$ cat config.mk
export PLATFORM = sky130hd
export DESIGN_NAME = player_sprite_render
export DESIGN_NICKNAME = d
export VERILOG_FILES = /design/src/rtl/player_sprite_render.sv
export SDC_FILE = /design/constraint.sdc
export NUM_CORES = 1
export LEC_CHECK = 0
export ABC_AREA = 0
export CAP_MARGIN = 20
export CORE_AREA = 2 2 127 129
export CTS_BUF_LIST = sky130_fd_sc_hd__clkbuf_4 sky130_fd_sc_hd__clkbuf_8 sky130_fd_sc_hd__clkbuf_16
export DETAILED_ROUTE_END_ITERATION = 8
export DIE_AREA = 0 0 129 131
export GPL_TIMING_DRIVEN = 0
export HOLD_SLACK_MARGIN = 0.05
export PLACE_DENSITY = 0.86
export SLEW_MARGIN = 20
export SYNTH_ARGS = -nofsm -noshare
export SYNTH_HDL_FRONTEND = slang
export SYNTH_SLANG_ARGS = --single-unit
$ cat constraint.sdc
create_clock -name clk -period 3.4 [get_ports clk]
set_clock_uncertainty 0.15 [all_clocks]
set_input_delay 0.68 -clock clk [delete_from_list [all_inputs] [get_ports clk]]
set_output_delay 0.68 -clock clk [all_outputs]
set_load 0.02 [all_outputs]
$ cat src/rtl/player_sprite_render.sv
// ============================================================================
// Module   : player_sprite_render
// Purpose  : Fetches one sprite row per scanline into a line buffer during
//            horizontal blanking and replays it as palette index + opacity.
// Revision : 1.0 - initial release
// ============================================================================
`default_nettype none

module player_sprite_render #(
  parameter int H_ACTIVE = 640,
  parameter int V_TOTAL  = 525,
  parameter int SPR_W    = 32,
  parameter int SPR_H    = 32
) (
  input  logic        clk,
  input  logic        reset_n,
  input  logic [9:0]  hcount,
  input  logic [9:0]  vcount,
  input  logic        new_frame,
  input  logic [9:0]  player_hpos,
  input  logic [8:0]  player_vpos,
  input  logic [2:0]  player_sprite_count,
  input  logic        player_sprite_reverse,
  output logic [12:0] rom_addr,
  input  logic [3:0]  rom_data,
  output logic [3:0]  sprite_pixel,
  output logic        sprite_opaque,
  output logic        fetch_busy
);

  localparam int C_CW = $clog2(SPR_W);
  localparam int C_RW = $clog2(SPR_H);

  typedef enum logic [1:0] {
    ST_IDLE  = 2'd0,
    ST_FETCH = 2'd1,
    ST_DRAIN = 2'd2
  } state_t;

  state_t r_state, w_state_next;

  logic [9:0]      r_hpos_s;
  logic [8:0]      r_vpos_s;
  logic [2:0]      r_frame_s;
  logic            r_rev_s;

  logic [C_RW-1:0] r_fetch_row;
  logic [2:0]      r_fetch_frame;
  logic            r_fetch_rev;
  logic [C_CW-1:0] r_col;
  logic [C_CW-1:0] r_col_d;
  logic            r_wr_en;
  logic            r_line_valid;
  logic [12:0]     r_rom_addr;
  logic [3:0]      r_pixel;
  logic            r_opaque;
  logic [3:0]      r_lbuf [SPR_W];

  logic [9:0]      w_next_line;
  logic [10:0]     w_row;
  logic            w_row_hit;
  logic            w_at_hblank;
  logic            w_start;
  logic            w_last_col;
  logic [C_CW-1:0] w_col_inc;
  logic [C_CW-1:0] w_wr_idx;
  logic [10:0]     w_dx;
  logic            w_in_sprite;
  logic [3:0]      w_lbuf_pix;

  // Shadows isolate rendering from mid-frame game-state updates.
  always_ff @(posedge clk or negedge reset_n) begin
    if (!reset_n) begin
      r_hpos_s  <= '0;
      r_vpos_s  <= '0;
      r_frame_s <= '0;
      r_rev_s   <= 1'b0;
    end else if (new_frame) begin
      r_hpos_s  <= player_hpos;
      r_vpos_s  <= player_vpos;
      r_frame_s <= player_sprite_count;
      r_rev_s   <= player_sprite_reverse;
    end
  end

  assign w_next_line = (vcount == 10'(V_TOTAL - 1)) ? 10'd0 : vcount + 10'd1;
  assign w_row       = {1'b0, w_next_line} - {2'b00, r_vpos_s};
  assign w_row_hit   = !w_row[10] && (w_row < 11'(SPR_H));
  assign w_at_hblank = (hcount == 10'(H_ACTIVE));
  assign w_start     = (r_state == ST_IDLE) && w_at_hblank && w_row_hit;
  assign w_last_col  = (r_col == C_CW'(SPR_W - 1));
  assign w_col_inc   = r_col + 1'b1;

  always_ff @(posedge clk or negedge reset_n) begin
    if (!reset_n) r_state <= ST_IDLE;
    else          r_state <= w_state_next;
  end

  always_comb begin
    w_state_next = r_state;
    case (r_state)
      ST_IDLE:  if (w_start)    w_state_next = ST_FETCH;
      ST_FETCH: if (w_last_col) w_state_next = ST_DRAIN;
      ST_DRAIN: w_state_next = ST_IDLE;
      default:  w_state_next = ST_IDLE;
    endcase
  end

  always_ff @(posedge clk or negedge reset_n) begin
    if (!reset_n) begin
      r_fetch_row   <= '0;
      r_fetch_frame <= '0;
      r_fetch_rev   <= 1'b0;
      r_col         <= '0;
      r_col_d       <= '0;
      r_wr_en       <= 1'b0;
      r_line_valid  <= 1'b0;
      r_rom_addr    <= '0;
    end else begin
      r_wr_en <= 1'b0;
      case (r_state)
        ST_IDLE: begin
          if (w_start) begin
            r_fetch_row   <= w_row[C_RW-1:0];
            r_fetch_frame <= r_frame_s;
            r_fetch_rev   <= r_rev_s;
            r_col         <= '0;
            r_rom_addr    <= {r_frame_s, w_row[C_RW-1:0], {C_CW{1'b0}}};
          end else if (w_at_hblank) begin
            r_line_valid <= 1'b0;
          end
        end
        ST_FETCH: begin
          r_col   <= w_col_inc;
          r_col_d <= r_col;
          r_wr_en <= 1'b1;
          if (!w_last_col)
            r_rom_addr <= {r_fetch_frame, r_fetch_row, w_col_inc};
        end
        ST_DRAIN: r_line_valid <= 1'b1;
        default: ;
      endcase
    end
  end

  // ROM data lags its address by one cycle, so writes use the delayed column.
  assign w_wr_idx = r_fetch_rev ? (C_CW'(SPR_W - 1) - r_col_d) : r_col_d;

  always_ff @(posedge clk) begin
    if (r_wr_en) r_lbuf[w_wr_idx] <= rom_data;
  end

  assign w_dx        = {1'b0, hcount} - {1'b0, r_hpos_s};
  assign w_in_sprite = (hcount < 10'(H_ACTIVE)) && r_line_valid &&
                       !w_dx[10] && (w_dx < 11'(SPR_W));
  assign w_lbuf_pix  = r_lbuf[w_dx[C_CW-1:0]];

  always_ff @(posedge clk or negedge reset_n) begin
    if (!reset_n) begin
      r_pixel  <= '0;
      r_opaque <= 1'b0;
    end else if (w_in_sprite) begin
      r_pixel  <= w_lbuf_pix;
      r_opaque <= (w_lbuf_pix != 4'd0);
    end else begin
      r_pixel  <= '0;
      r_opaque <= 1'b0;
    end
  end

  assign rom_addr      = r_rom_addr;
  assign sprite_pixel  = r_pixel;
  assign sprite_opaque = r_opaque;
  assign fetch_busy    = (r_state != ST_IDLE);

endmodule

`default_nettype wire

* Word level (Yosys, flattened, before mapping)
Memory sizes are Yosys's and may differ from the RTL's. Cells that the tools add are included.
Storage, ports and cells: memory bits (writable) 128, latch bits 0, memories 1, ROM bits 0, output and inout bits 19, flip-flop bits (word level) 64
Memories:
- r_lbuf | depth 32, width 4, rd ports 1, clocked after Yosys merged registers in 0, write ports 1, RTL line 57 | logic [3:0] r_lbuf [SPR_W];
Operators by class: multiplexer cells 18, $add $sub $neg 5, reduce and logical (&&, ||, !) cells 18, shift-type cells 0, eq/ne operators 10, multiply operators 0, div/mod/pow operators 0, bitwise gates (word level) 0, $lt $le $gt $ge 3
Operators by type and width (count):
- $mux 13 | 2
- $pmux 13 s2 | 1
- $lt 11x6->1 const B | 2
- $eq 10x10->1 const B | 2
- $sub 10x10->11 | 1
- $sub 10x9->11 | 1
- $add 10x1->10 const B | 1
- $lt 10x10->1 const B | 1
- $mux 10 | 1
- $mux 5 | 2
- $ne 2x2->1 const B | 5
- $pmux 5 s2 | 1
- $logic_and 1x1->1 | 6
- $mux 1 | 6
- $reduce_and 2->1 | 3
- $reduce_and 3->1 | 2
- $reduce_bool 2->1 | 3
- $add 5x1->5 const B | 1
- $eq 5x5->1 const B | 1
- $sub 5x5->5 const A | 1
- $mux 2 | 2
- $mux 4 | 1
- $pmux 2 s2 | 1
- $reduce_bool 4->1 | 1
- other kinds (5) | 6

* Logic depth before layout (Yosys ltp)
word-level depth 8, mapped depth 16, mapped depth without buffers 15

* Worst setup path before layout
No wires, ideal clock.
kind input to register, from in vcount[0], to reg r_rom_addr[10], in the netlist rom_addr[10], stages on the path 16, arrival time 3.597 ns, setup slack -0.472 ns, cell sequence inv_1 ha_1 and2_1 and4_1 or2_2 ha_1 inv_1 fa_1 nand3_1 a21oi_1 a211o_1 or3b_2 a31oi_2 a21oi_2 buf_6 mux2_4
On the way: word-level cells in the longest chain between the ends 8, elaborated cells between the ends (all ways) 10, those cells by class add/sub (2); order compare (1); eq/ne (2); mux (1); reduce/logical (4)
Ends and longest elaborated chain:
- from (decl) | RTL line 18 | input logic [9:0] vcount,
- $add 10x1->10 or $eq 10x10->1 (tied branches) | RTL line 86 | assign w_next_line = (vcount == 10'(V_TOTAL - 1)) ? 10'd0 : vcount + 10'd1;
- $mux 10 (*) | RTL line 86
- $sub 10x9->11 (*) | RTL line 87 | assign w_row = {1'b0, w_next_line} - {2'b00, r_vpos_s};
- $lt 11x6->1 or $logic_not 1->1 (tied branches) | RTL line 88 | assign w_row_hit = !w_row[10] && (w_row < 11'(SPR_H));
- $logic_and 1x1->1 (*) | RTL line 88
- $logic_and 1x1->1 (*) | RTL line 90 | assign w_start = (r_state == ST_IDLE) && w_at_hblank && w_row_hit;
- $ne 2x2->1 (no source line) (*)
- $reduce_and 3->1 (no source line) (*)
- to (signal assigned) | RTL line 128 | r_rom_addr <= {r_frame_s, w_row[C_RW-1:0], {C_CW{1'b0}}};
- to (signal assigned) | RTL line 138 | r_rom_addr <= {r_fetch_frame, r_fetch_row, w_col_inc};
- to (decl) | RTL line 54 | logic [12:0] r_rom_addr;
Mark *: on every way between the ends. The rest lies on a longest branch, timed or not. A chain may end at the register's enable or synchronous reset.

* Worst setup path in the final report
from in vcount[1], to reg r_rom_addr[10], in the netlist rom_addr[10]
The elaborated chain is that of the path after synthesis.

==> flow_summary.json <==
{
  "status": "complete, but fails checks",
  "failed_checks": "setup timing",
  "core.rowCount": 46,
  "grt_util_all_layers": 0.2793,
  "max-clock-path-buffers": 2,
  "fin_total_pwr_mw": 5.797,
  "fin_area_um2": 11090,
  "tritoncts": "built",
  "grt.overflow.total": 0,
  "area_of_the_die_um2": 16900,
  "crit_path_start_kind": "input pin",
  "num_io_pins": 69,
  "ys_seq_elements": 192,
  "port_buffers": 67,
  "ir_worst_vdd_mv": 0.5248,
  "critical_path_arrival_ns": 3.79,
  "placed_wire_length_estimate_um": 13900,
  "drcViolationCount": 0,
  "hold_removal_path_class": "reg2reg",
  "synth.net_count": 712,
  "detail_route.wl_per_cell_um": 24.87,
  "synth.lib_cells_used.distinct": 63,
  "data_required_critical_path_ns": 3.58,
  "mappedNetlistArea_um2": 8927,
  "synth_edf_count": 128,
  "critPathCaptureType": "flip-flop",
  "postPlaceCellArea_um2": 9977,
  "critical_path.max_stage_delay_ns": 0.41,
  "synthesis.area_per_instance_um2": 14.04,
  "cts_made_buffers": 17,
  "final_critical_path_setup_slack_ns": -0.2135,
  "power_leakage_nw": 4.304,
  "timing.critical_path.slowest_stage_cell": "sky130_fd_sc_hd__fa_2",
  "synth_top_family_by_area": "multiplexers",
  "synth-simple-area-share": 0.09264,
  "cts.root.buffer_cell": "sky130_fd_sc_hd__clkbuf_16",
  "synth_adder_area_share": 0.03812,
  "yosysWarningCount": 0,
  "worst_setup_hold_path_clk_slew_ns": 0.07,
  "number_of_pins_exceeding_their_max_slew_limit_in_the_final_report": 0,
  "critical_path_s_top_delay_family": "simple AND/OR/NAND/NOR gates",
  "power-per-cell-area_nw_per_um2": 522.5,
  "grt_start_max_net_pins": 45,
  "num_antenna_cells": 0,
  "fillers": 881,
  "crit_chain": "buf_12, inv_6, ha_4, and2_4, and4_4, or2_4, ha_4, inv_2, fa_2, nand3_4, a21oi_4, a211o_1, or3b_4, a31oi_4, a21oi_4, buf_6, mux2_4",
  "vias": 6453,
  "gpl.final_weighted_congestion": 0.8981,
  "postRouteWirelength_um": 24420,
  "synthCells": 636,
  "postSynth.asyncResetShare": 0.3333,
  "antenna_found_initial": 0,
  "achievable-frequency_mhz": 276.7,
  "htreeDepth": 4,
  "area.growth.synth_to_final_pct": 24.26,
  "category_of_the_most_critical_setup_path": "in2reg",
  "rsz0062_at_grt": "yes",
  "setup_viol_count_final": 29,
  "initial_core_util": 0.5724,
  "synthMuxAreaShare": 0.1477,
  "clock_sinks": 192,
  "die_width_um": 129,
  "complex_gate_fraction_of_the_synthesized_area": 0.06727,
  "final-hold-violation-count": 0,
  "num-nets-final": 829,
  "timing.final.crit_share": 1.063,
  "clock_insertion_delay_worst_skew_ns": 0.45,
  "detail_route.iter0.violations": 1101,
  "yosys.area_share.xor_xnor": 0.01766,
  "coreArea_um2": 15600,
  "first_global_vias": 6270,
  "drv_cap": 0,
  "timing.critical_path.buf_inv": 4,
  "ys_dominant_reg_cell": "sky130_fd_sc_hd__edfxtp_1",
  "routed_via_density": 6.571,
  "drtPass1Iterations": 5,
  "grt_first_pass_wirelength_um": 34780,
  "worst-path-max-fanout": 5,
  "ant_nets": 0,
  "synth-seq-area-share": 0.6100,
  "slew_headroom": 0.3696,
  "post-route-min-period_ns": 3.613,
  "die_height_um": 131,
  "proportion_of_layout_cells_with_a_drive_suffix_above_1": 0.2702,
  "timing_worst_slew_pin_value_ns": 0.9394
}
==> synth_stat cells, types with 3 or more instances <==
library cell               count  area [um2]
sky130_fd_sc_hd__mux2_4        9       135.1
sky130_fd_sc_hd__xnor2_1      12       105.1
sky130_fd_sc_hd__mux2i_1      10       100.1
sky130_fd_sc_hd__nand2_1      59       221.5
sky130_fd_sc_hd__edfxtp_1    128        3844
sky130_fd_sc_hd__dfrtp_1      64        1602
sky130_fd_sc_hd__nor3_1       13       65.06
sky130_fd_sc_hd__nand3_1       4       20.02
sky130_fd_sc_hd__mux4_2       40       900.9
sky130_fd_sc_hd__nor2b_1       9       56.30
sky130_fd_sc_hd__nand4_1       5       31.28
sky130_fd_sc_hd__buf_2         7       35.03
sky130_fd_sc_hd__a211oi_1      3       22.52
sky130_fd_sc_hd__o21ai_1       3       15.01
sky130_fd_sc_hd__mux2_2       15       168.9
sky130_fd_sc_hd__o21ai_0      28       140.1
sky130_fd_sc_hd__ha_1         24       300.3
sky130_fd_sc_hd__a21oi_1      19       95.09
sky130_fd_sc_hd__a21o_1        6       45.04
sky130_fd_sc_hd__and3_1        4       25.02
sky130_fd_sc_hd__xor2_1        6       52.55
sky130_fd_sc_hd__nor4_1        3       18.77
sky130_fd_sc_hd__a22oi_1       8       60.06
sky130_fd_sc_hd__nor2_1       55       206.5
sky130_fd_sc_hd__nor3b_1       3       22.52
sky130_fd_sc_hd__o21a_1        3       22.52
sky130_fd_sc_hd__clkbuf_1     10       37.54
sky130_fd_sc_hd__inv_1        37       138.9
sky130_fd_sc_hd__and2_1        7       43.79
==> cell type report <==
type / count / area, um2 / share of cell area
flip-flops and latches: 192 / 5445 / 0.4909
well taps: 216 / 270.3 / 0.02436
multi-input cells: 387 / 3571 / 0.3219
repair buffers: 98 / 908.4 / 0.08189
inverters: 37 / 156.4 / 0.01410
clock inverters: 15 / 167.7 / 0.01511
clock buffers: 17 / 425.4 / 0.03835
plain buffers: 20 / 148.9 / 0.01342
==> state kept, by name, indices dropped and copies added (netlist names) <==
| signal | cells |
|---|---|
| r_wr_en | 1 |
| r_state | 2 |
| sprite_opaque | 1 |
| r_vpos_s | 9 |
| r_fetch_rev | 1 |
| r_hpos_s | 10 |
| r_col | 5 |
| rom_addr | 13 |
| sprite_pixel | 4 |
| r_col_d | 5 |
| r_frame_s | 3 |
| r_lbuf | 128 |
| r_line_valid | 1 |
| r_rev_s | 1 |
| r_fetch_frame | 3 |
| r_fetch_row | 5 |
==> power by group <==
group | leakage [nW] | internal (mW) | switching (mW)
clock network | 0.282 | 1.04 | 0.965
logic | 2.05 | 0.565 | 0.655
registers | 1.97 | 2.54 | 0.0291
==> stage by stage <==
step	cells	util	hold WS [ns]	setup TNS (ns)	worst slack, ns
finish	982	0.7112	0.3602	-4.015	-0.2135
global route	982	0.7112	0.3667	-4.723	-0.2205
CTS	975	0.7052	0.3634	-0.5209	-0.05032
detailed placement	920	0.6397	0.3456	-39.48	-1.303
global placement	919	0.6385	0.3369	-68.08	-1.216
floorplan	636	-	0.2344	-3.079	-0.2231
==> path summary, 6_finish.rpt <==
path / from / to / slack (ns) / depth (start not counted)
max: vcount[1] / rom_addr[10] / -0.21 / 17
min: r_rev_s / r_rev_s / 0.36 / 1
max reg2reg: r_hpos_s[0] / sprite_opaque / 0.11 / 10
min reg2reg: r_rev_s / r_rev_s / 0.36 / 1
max in group asynchronous: reset_n / r_line_valid / 2.06 / 3
min in group asynchronous: reset_n / r_vpos_s[5] / 0.51 / 2
==> cell usage in the layout, fill, tap and decap left out, types with 9 or more instances in the layout <==
cell type and n:
sky130_fd_sc_hd__nor2_1 52, sky130_fd_sc_hd__buf_6 10, sky130_fd_sc_hd__mux4_2 40, sky130_fd_sc_hd__nor3_1 11
sky130_fd_sc_hd__inv_1 33, sky130_fd_sc_hd__ha_1 17, sky130_fd_sc_hd__mux2_2 11, sky130_fd_sc_hd__dfrtp_1 64
sky130_fd_sc_hd__clkbuf_16 18, sky130_fd_sc_hd__mux2_4 13, sky130_fd_sc_hd__xnor2_1 11, sky130_fd_sc_hd__edfxtp_1 128
sky130_fd_sc_hd__clkdlybuf4s50_1 50, sky130_fd_sc_hd__nand2_1 57, sky130_fd_sc_hd__o21ai_0 27, sky130_fd_sc_hd__buf_4 26
sky130_fd_sc_hd__buf_2 10, sky130_fd_sc_hd__a21oi_1 16, sky130_fd_sc_hd__clkbuf_1 9
==> worst reg2reg max path: stages, from the launching register on <==
cell and delay (ns):
sky130_fd_sc_hd__dfrtp_1 0.38, sky130_fd_sc_hd__ha_2 0.20, sky130_fd_sc_hd__inv_1 0.06, sky130_fd_sc_hd__fa_2 0.66
sky130_fd_sc_hd__clkbuf_16 0.21, sky130_fd_sc_hd__mux4_2 0.36, sky130_fd_sc_hd__nor3_2 0.22, sky130_fd_sc_hd__a21oi_1 0.06
sky130_fd_sc_hd__mux4_2 0.50, sky130_fd_sc_hd__a211oi_2 0.27, sky130_fd_sc_hd__a211oi_2 0.10
==> routing by layer <==
layer  vias to the layer above  wire length [um]  global-route usage
met3                       117              2298             0.05822
met1                      3225              8929              0.3610
met4                         0              1071              0.1349
met5                         -                 0                   0
met2                       496             12120              0.4578
li1                       2615                 -                   -
==> logic make-up after synthesis <==
kind of cell / after synthesis
mux: 75
compound gates: 92
xor+xnor: 18
buf+inv: 58
flops: 192
simple gates: 175
fa+ha+maj: 26
==> what timing repair did <==
action / CTS / global route
gates resized for setup: 90 / 39
hold endpoints to repair: 20 / 0
pin swaps: 19 / 30
endpoints found under the setup margin: 34 / 33
setup buffers: 20 / 9
cloned: 2 / 1
hold buffers: 1 / 0
Power figures use the tool's default switching activity.
